===== config.mk =====
export PLATFORM = sky130hd
export DESIGN_NAME = divider_4_port_peripheral
export DESIGN_NICKNAME = d
export VERILOG_FILES = /design/src/rtl/divider_4_port_peripheral.sv
export SDC_FILE = /design/constraint.sdc
export NUM_CORES = 1
export LEC_CHECK = 0
export CORE_UTILIZATION = 33
export CTS_CLUSTER_DIAMETER = 80
export DETAILED_ROUTE_END_ITERATION = 8
export SLEW_MARGIN = 20
export SYNTH_ARGS = -nofsm -noshare
export SYNTH_HDL_FRONTEND = slang
export SYNTH_SLANG_ARGS = --single-unit

===== constraint.sdc =====
create_clock -name ClkPort -period 2.1 [get_ports ClkPort]
set_input_delay 0.21 -clock ClkPort [delete_from_list [all_inputs] [get_ports ClkPort]]
set_output_delay 0.21 -clock ClkPort [all_outputs]
set_load 0.03 [all_outputs]

===== src/rtl/divider_4_port_peripheral.sv =====
`default_nettype none
// ============================================================================
// Module   : divider_4_port_peripheral
// Brief    : 4-bit unsigned repeated-subtraction divider on the KCPSM6 port bus
// Revision : 1.0 - initial release
// ============================================================================
module divider_4_port_peripheral (
    input  logic       ClkPort,
    input  logic       Reset,
    input  logic [7:0] port_id,
    input  logic [7:0] out_port,
    input  logic       write_strobe,
    input  logic       k_write_strobe,
    input  logic       read_strobe,
    output logic [7:0] in_port,
    output logic [3:0] Quotient,
    output logic [3:0] Remainder,
    output logic       Done,
    output logic       Qi,
    output logic       Qc,
    output logic       Qd,
    output logic       DivZero
);

    typedef enum logic [1:0] {
        S_INITIAL = 2'd0,
        S_COMPUTE = 2'd1,
        S_DONE    = 2'd2
    } state_t;

    state_t     r_state;
    state_t     w_state_next;
    logic [7:0] r_operand;
    logic [7:0] w_operand_next;
    logic [3:0] r_xw;
    logic [3:0] w_xw_next;
    logic [3:0] r_quot;
    logic [3:0] w_quot_next;
    logic [3:0] r_rem;
    logic [3:0] w_rem_next;
    logic       r_divzero;
    logic       w_divzero_next;

    logic       w_op_write;
    logic       w_start;
    logic       w_ack;
    logic       w_status_read;
    logic [3:0] w_x;
    logic [3:0] w_y;

    assign w_x           = r_operand[7:4];
    assign w_y           = r_operand[3:0];
    assign w_op_write    = write_strobe   && (port_id[1:0] == 2'd0);
    assign w_start       = k_write_strobe && (port_id[1:0] == 2'd1) && out_port[0];
    assign w_ack         = k_write_strobe && (port_id[1:0] == 2'd1) && out_port[1];
    assign w_status_read = read_strobe    && (port_id[1:0] == 2'd1);

    always_ff @(posedge ClkPort or negedge Reset) begin
        if (!Reset) begin
            r_state   <= S_INITIAL;
            r_operand <= 8'h00;
            r_xw      <= 4'h0;
            r_quot    <= 4'h0;
            r_rem     <= 4'h0;
            r_divzero <= 1'b0;
        end else begin
            r_state   <= w_state_next;
            r_operand <= w_operand_next;
            r_xw      <= w_xw_next;
            r_quot    <= w_quot_next;
            r_rem     <= w_rem_next;
            r_divzero <= w_divzero_next;
        end
    end

    always_comb begin
        w_state_next   = r_state;
        w_operand_next = r_operand;
        w_xw_next      = r_xw;
        w_quot_next    = r_quot;
        w_rem_next     = r_rem;
        w_divzero_next = r_divzero;

        // Clear-on-read first so a divide-by-zero set below takes priority
        if (w_status_read) begin
            w_divzero_next = 1'b0;
        end

        case (r_state)
            S_INITIAL: begin
                if (w_op_write) begin
                    w_operand_next = out_port;
                end
                if (w_start) begin
                    w_xw_next = w_x;
                    if (w_y == 4'h0) begin
                        w_state_next   = S_DONE;
                        w_quot_next    = 4'hF;
                        w_rem_next     = w_x;
                        w_divzero_next = 1'b1;
                    end else begin
                        w_state_next = S_COMPUTE;
                        w_quot_next  = 4'h0;
                        w_rem_next   = 4'h0;
                    end
                end
            end
            S_COMPUTE: begin
                // Compare before subtracting so the working dividend never underflows
                if (r_xw >= w_y) begin
                    w_xw_next   = r_xw - w_y;
                    w_quot_next = r_quot + 4'h1;
                end else begin
                    w_rem_next   = r_xw;
                    w_state_next = S_DONE;
                end
            end
            S_DONE: begin
                if (w_ack) begin
                    w_state_next = S_INITIAL;
                end
            end
            default: begin
                w_state_next = S_INITIAL;
            end
        endcase
    end

    assign Qi        = (r_state == S_INITIAL);
    assign Qc        = (r_state == S_COMPUTE);
    assign Qd        = (r_state == S_DONE);
    assign Done      = Qd;
    assign Quotient  = r_quot;
    assign Remainder = r_rem;
    assign DivZero   = r_divzero;

    always_comb begin
        in_port = 8'h00;
        case (port_id[1:0])
            2'd0:    in_port = {r_quot, r_rem};
            2'd1:    in_port = {3'b000, r_divzero, Qd, Qc, Qi, Done};
            2'd2:    in_port = r_operand;
            default: in_port = 8'h00;
        endcase
    end

endmodule
`default_nettype wire


### Word-level counts from Yosys, hierarchy flattened

Index checks and enable logic that the tools add are counted.

| operators by class | value |
|---|---|
| add/sub/neg operators | 2 |
| eq/ne operators | 8 |
| mux-type cells | 21 |
| reductions and logical operators | 13 |
| order comparisons | 1 |

Operator list:

| cell | number |
|---|---|
| $mux W4 | 8 |
| $pmux W4 S2 | 3 |
| $pmux W8 S3 | 1 |
| $reduce_and A3 Y1 | 3 |
| $mux W2 | 4 |
| $ne A2 B1 Y1 const B | 3 |
| $pmux W2 S3 | 1 |
| $logic_and A1 B1 Y1 | 5 |
| $add A4 B1 Y4 const B | 1 |
| $eq A2 B1 Y1 const B | 2 |
| $eq A2 B2 Y1 const B | 2 |
| $ge A4 B4 Y1 | 1 |
| $logic_not A2 Y1 | 2 |
| $logic_not A4 Y1 | 1 |
| $mux W1 | 4 |
| $sub A4 B4 Y4 | 1 |
| $ne A2 B2 Y1 const B | 1 |
| $reduce_and A2 Y1 | 1 |
| $reduce_bool A2 Y1 | 1 |

| storage, ports and cells | value |
|---|---|
| logic and storage cells | 51 |
| output and inout port bits | 21 |
| input port bits | 21 |
| flip-flop bits (word level) | 23 |

### Logic depth before layout (Yosys ltp)

| logic depth | value |
|---|---|
| depth in word-level cells | 6 |
| mapped depth | 7 |
| depth with buffers taken out | 7 |

### Worst setup path after synthesis

OpenSTA, ideal clock, no wires.

| path | value |
|---|---|
| path kind | reg2reg |
| from | reg r_operand[0] |
| to | reg r_xw[2] |
| data arrival time | 1.755 ns |
| period minus slack after synthesis | 1.880 ns |
| cell stages (with the launch flop) | 7 |
| required time | 1.975 ns |
| library setup time | 0.125 ns |
| setup slack | 0.220 ns |
| path buffers | 0 |
| cell sequence | dfrtp_1 > ha_1 > fa_1 > a21boi_0 > o21ai_2 > a21oi_4 > mux2_2 |

| between the ends | value |
|---|---|
| cells in the longest elaborated chain, start to end | 3 |
| elaborated cells on any way between the ends | 6 |
| classes of those cells | add/sub: 1; order compare: 1; eq/ne: 1; mux: 2; reduce/logical: 1 |

Ends and longest elaborated chain:

| what | line | source |
|---|---|---|
| start: declaration | 33 | `logic [7:0] r_operand;` |
| start signal: assignment | 68 | `r_operand <= w_operand_next;` |
| $sub A4 B4 Y4 or $ge A4 B4 Y1 (tied branches) | 111, 110 |  |
| $mux W4 or $ne A2 B1 Y1 (tied branches) | -- |  |
| $pmux W4 S2 or $reduce_and A3 Y1 (tied branches) | -- |  |
| end signal: assignment | 69 | `r_xw <= w_xw_next;` |
| end: declaration | 35 | `logic [3:0] r_xw;` |

Several ways; a longest one is shown, not always the timed one. The select of a mux whose other input is x is not followed.
A chain may end at the register's enable or synchronous reset.

### Worst setup path after layout

| path | value |
|---|---|
| from | reg r_operand[3] |
| to | reg r_xw[2] |

| between the ends | value |
|---|---|
| cells in the longest elaborated chain, start to end | 3 |

Ends and longest elaborated chain:

| what | line | source |
|---|---|---|
| $ge A4 B4 Y1 | 110 | `if (r_xw >= w_y) begin` |
| $ne A2 B1 Y1 (no line) | -- |  |
| $reduce_and A3 Y1 (no line) | -- |  |

Every way passes these cells.

==> results.txt <==
- The detail route stage leaves a number of antenna-violating nets equal to 0.
- The die covers 4590 um^2.
- Data required, critical path: 2260 ps
- The HPWL after detailed placement is 2.75 mm.
* Final cycle utilization of the critical path: 95.2%
- For this run the aggregate overflow at the end of global routing stands at 0.
* Die X: 67.8 um
- Adder-Cell Fraction of Synth Area: 5.78%
* Hold_buf cts: 0
* Number of placement rows: 23
* Synth Register Bits: 23
- The post-route netlist has 22.7% of its cells at a drive strength greater than 1.
- Derived from the worst setup path, the maximum achievable clock frequency is 500 MHz.
- Hold crit path type: in -> async
- Sinks on the clock net: 23
* Count of fill cells added during filler insertion: 401
- The area growth from synthesis to layout is 32.3%.
* Arr. time, crit path: 2160 ps
- After detailed routing, the number of remaining DRC violations is 0.
* Unrepaired setup endpoints after global routing: false
- Most instantiated library cell after synthesis: sky130_fd_sc_hd__dfrtp_1
* Simple logic cell fraction of the synthesized area: 14.1%
* Initial cell density of the core: 34.9%
- The region available for standard cell placement spans 4090 um^2.
- Number of ports placed on the die boundary: 42
- Adding up every negative setup slack in the final design gives 0 ps.
- Total via count in the routed design: 1220
- Clock Tree Buf Depth: 2
- The multi-input combinational cells in the finished layout cover a total of 785 um^2.
* TritonCTS clock tree: built
- Post-synthesis instance total: 141
- Across the run, the number of max-cap violations was 0.
* Via/cell ratio: 5.28
- Number of enable flip-flop cells after synthesis: 0
- Dividing the detail-routed wire length by the instance count gives 15.4 um.
* H-tree lvl count: 1
* Antenna violations before repair: 0
- 1st-pass router iterations: 4
- The share of synthesized area in the top cell type comes to 40.3%.
- FF-to-FF path depth: 6
- Clk Tree Root Cell: sky130_fd_sc_hd__clkbuf_8
* Leakage: 0.850 nW
- Reg clk slew, reported paths: 80 ps
- In the final layout, flip-flops and latches occupy 577 um^2.
* Actual slew at the worst max-slew pin: 320 ps
- Of all flip-flops after synthesis, the portion carrying an async set or reset was 100%.
* Total detailed-routing wirelength: 3.55 mm
- The synthesized netlist devotes 15.6% of its cell area to compound gates.
- The first global-routing pass estimated 6.04 mm of wire.
- STA classifies the critical path endpoint as a flip-flop.
- The synthesized netlist devotes 0.613% of its cell area to XOR and XNOR gates.
- Power spread over the standard cell area amounts to 1440 nW/um^2.
- Subtracting the final worst setup slack from the clock period gives 2000 ps.
- Once layout is complete, the cells apart from fillers number 231.
- IR analysis of the VDD net gives a maximum drop of 0.760 mV.
* Warning count from the yosys run: 0
* Die H: 67.8 um
- The later pin in the worst-skew pair is clocked with a latency of 260 ps.
- Fin nets: 209
- Along the worst path, the maximum fanout reaches 6.
- Critical path launch point type: flip-flop
- The number of different library cells used by synthesis comes to 41.
- The number of global-route vias before repair is 1300.
* Outcome: finished clean
- Count of placed standard cells including taps: 227
- Of all cell types, the one taking the most synthesized area is sky130_fd_sc_hd__dfrtp_1.
- Synth Flop Type: sky130_fd_sc_hd__dfrtp_1
- Multiplexer share of the synthesized area: 18.0%
* Setup Skew: 3.50 ps
- GR Util All Layers: 17.7%
* Worst-case headroom to the max-slew limit: 78.6%
* Average size of a mapped cell: 10.1 um^2
* Share of synthesized area occupied by flip-flops and latches: 40.3%
* Antenna Cells: 0
- Maximum number of pins on one net before global-route repair: 24
* Syn Nets: 168
- Number of failing hold endpoints at the final stage: 0
- Total setup violations reported at the end of the flow: 0
* Commonest cells in the synthesized netlist: 23 x sky130_fd_sc_hd__dfrtp_1, 13 x sky130_fd_sc_hd__mux2_2, 13 x sky130_fd_sc_hd__nand2_1, 11 x sky130_fd_sc_hd__mux2i_1, 11 x sky130_fd_sc_hd__o21ai_0
* Inserted Clock Buffers: 3
- After synthesis, the cell types taking the most area are sky130_fd_sc_hd__dfrtp_1 40%, sky130_fd_sc_hd__mux2_2 10%, sky130_fd_sc_hd__mux2i_1 7.7%.
- Final Wtd Congestion: 0.801
* Fin. max-slew vios: 0
- Buffers placed on the I/O ports in this run total 35.
* Main combinational cell family by area after synthesis: multiplexers
* Kind of critical path: reg -> reg
- DRC marker count from the first detailed-route iteration: 30
* Post-Synthesis Cell Area: 1430 um^2
## repair_timing
item,CTS,global route
buffers inserted,0,0
setup endpoints to repair,0,8
resized for setup,0,5
## through the flow
step / cell area [um^2] / util [%] / total power, mW / setup WS [ps] / hold WS (ps)
2_1_floorplan: 1430 / - / 1.86 / 220 / -85.6
3_3_place_gp: 1830 / 44.8 / 2.37 / 80.0 / 512
3_5_place_dp: 1830 / 44.8 / 2.40 / 47.0 / 519
4_1_cts: 1880 / 45.9 / 2.68 / 15.3 / 307
5_1_grt: 1890 / 46.2 / 2.93 / 14.7 / 315
6_report: 1890 / 46.2 / 2.72 / 100 / 293
## final cells by class
cell class              instances  area share, %
clock buffers                   4           2.38
inverters                      10           1.99
multi-input cells             102           41.5
flip-flops and latches         23           30.5
well taps                      50           3.31
repair buffers                 42           20.3
## critical path: stages, from the launching register on
cell	delay, ps
sky130_fd_sc_hd__dfrtp_1	410
sky130_fd_sc_hd__inv_1	70
sky130_fd_sc_hd__ha_1	350
sky130_fd_sc_hd__a21oi_1	290
sky130_fd_sc_hd__o21ai_4	130
sky130_fd_sc_hd__a21oi_4	270
sky130_fd_sc_hd__mux2_2	370
## final timing paths
kind | slack [ps] | end | from
max | 100 | r_xw[2] | r_operand[3]
min | 290 | r_operand[4] | Reset
max reg2reg | 100 | r_xw[2] | r_operand[3]
min reg2reg | 540 | DivZero | DivZero
max in group asynchronous | 1550 | r_state[0] | Reset
min in group ClkPort | 540 | DivZero | DivZero
## report_power, final
group | switching, mW | internal [mW]
clock network | 0.144 | 0.135
logic | 0.855 | 0.701
registers | 0.246 | 0.640
## state kept, by name, summed over array words and instances, names as in the netlist
signal,cells
DivZero,1
Quotient,4
Remainder,4
r_operand,8
r_state,2
r_xw,4
## routing by layer
metal  up-vias  track usage, %  routed length (um)  part of all wire [%]
met5         -               0                   0                     0
met4         0            5.99                  96                   2.7
met3         8            3.21                 140                   3.9
met2        30            30.8                1760                    50
met1       591            21.9                1550                    44
li1        591               -                   -                     -
## placed cells by master (no fill, tap or decap), types with 2 or more instances in the layout
| master | Yosys | final |
|---|---|---|
| sky130_fd_sc_hd__clkdlybuf4s50_1 | 0 | 27 |
| sky130_fd_sc_hd__dfrtp_1 | 23 | 22 |
| sky130_fd_sc_hd__buf_4 | 1 | 15 |
| sky130_fd_sc_hd__nand2_1 | 13 | 13 |
| sky130_fd_sc_hd__mux2_2 | 13 | 13 |
| sky130_fd_sc_hd__mux2i_1 | 11 | 11 |
| sky130_fd_sc_hd__o21ai_0 | 11 | 11 |
| sky130_fd_sc_hd__inv_1 | 10 | 10 |
| sky130_fd_sc_hd__nor2_1 | 6 | 6 |
| sky130_fd_sc_hd__a21oi_1 | 5 | 5 |
| sky130_fd_sc_hd__ha_1 | 5 | 5 |
| sky130_fd_sc_hd__o22ai_1 | 3 | 3 |
| sky130_fd_sc_hd__nand3_1 | 3 | 3 |
| sky130_fd_sc_hd__clkbuf_8 | 0 | 3 |
| sky130_fd_sc_hd__nand2b_1 | 2 | 2 |
| sky130_fd_sc_hd__nand4_1 | 2 | 2 |
| sky130_fd_sc_hd__a31oi_1 | 2 | 2 |
| sky130_fd_sc_hd__nor2b_1 | 2 | 2 |
| sky130_fd_sc_hd__a221oi_1 | 2 | 2 |
## kinds of logic (layout without fill, tap and decap cells)
logic type / Yosys count / after routing
multiplexers: 24 / 24
AND/OR/NAND/NOR: 38 / 38
adder cells (fa/ha/maj): 6 / 6
AO/OA/AOI/OAI: 33 / 33
buffers and inverters: 16 / 56
flip-flops: 23 / 23
XOR/XNOR: 1 / 1
(Power assumes the default switching activity.)
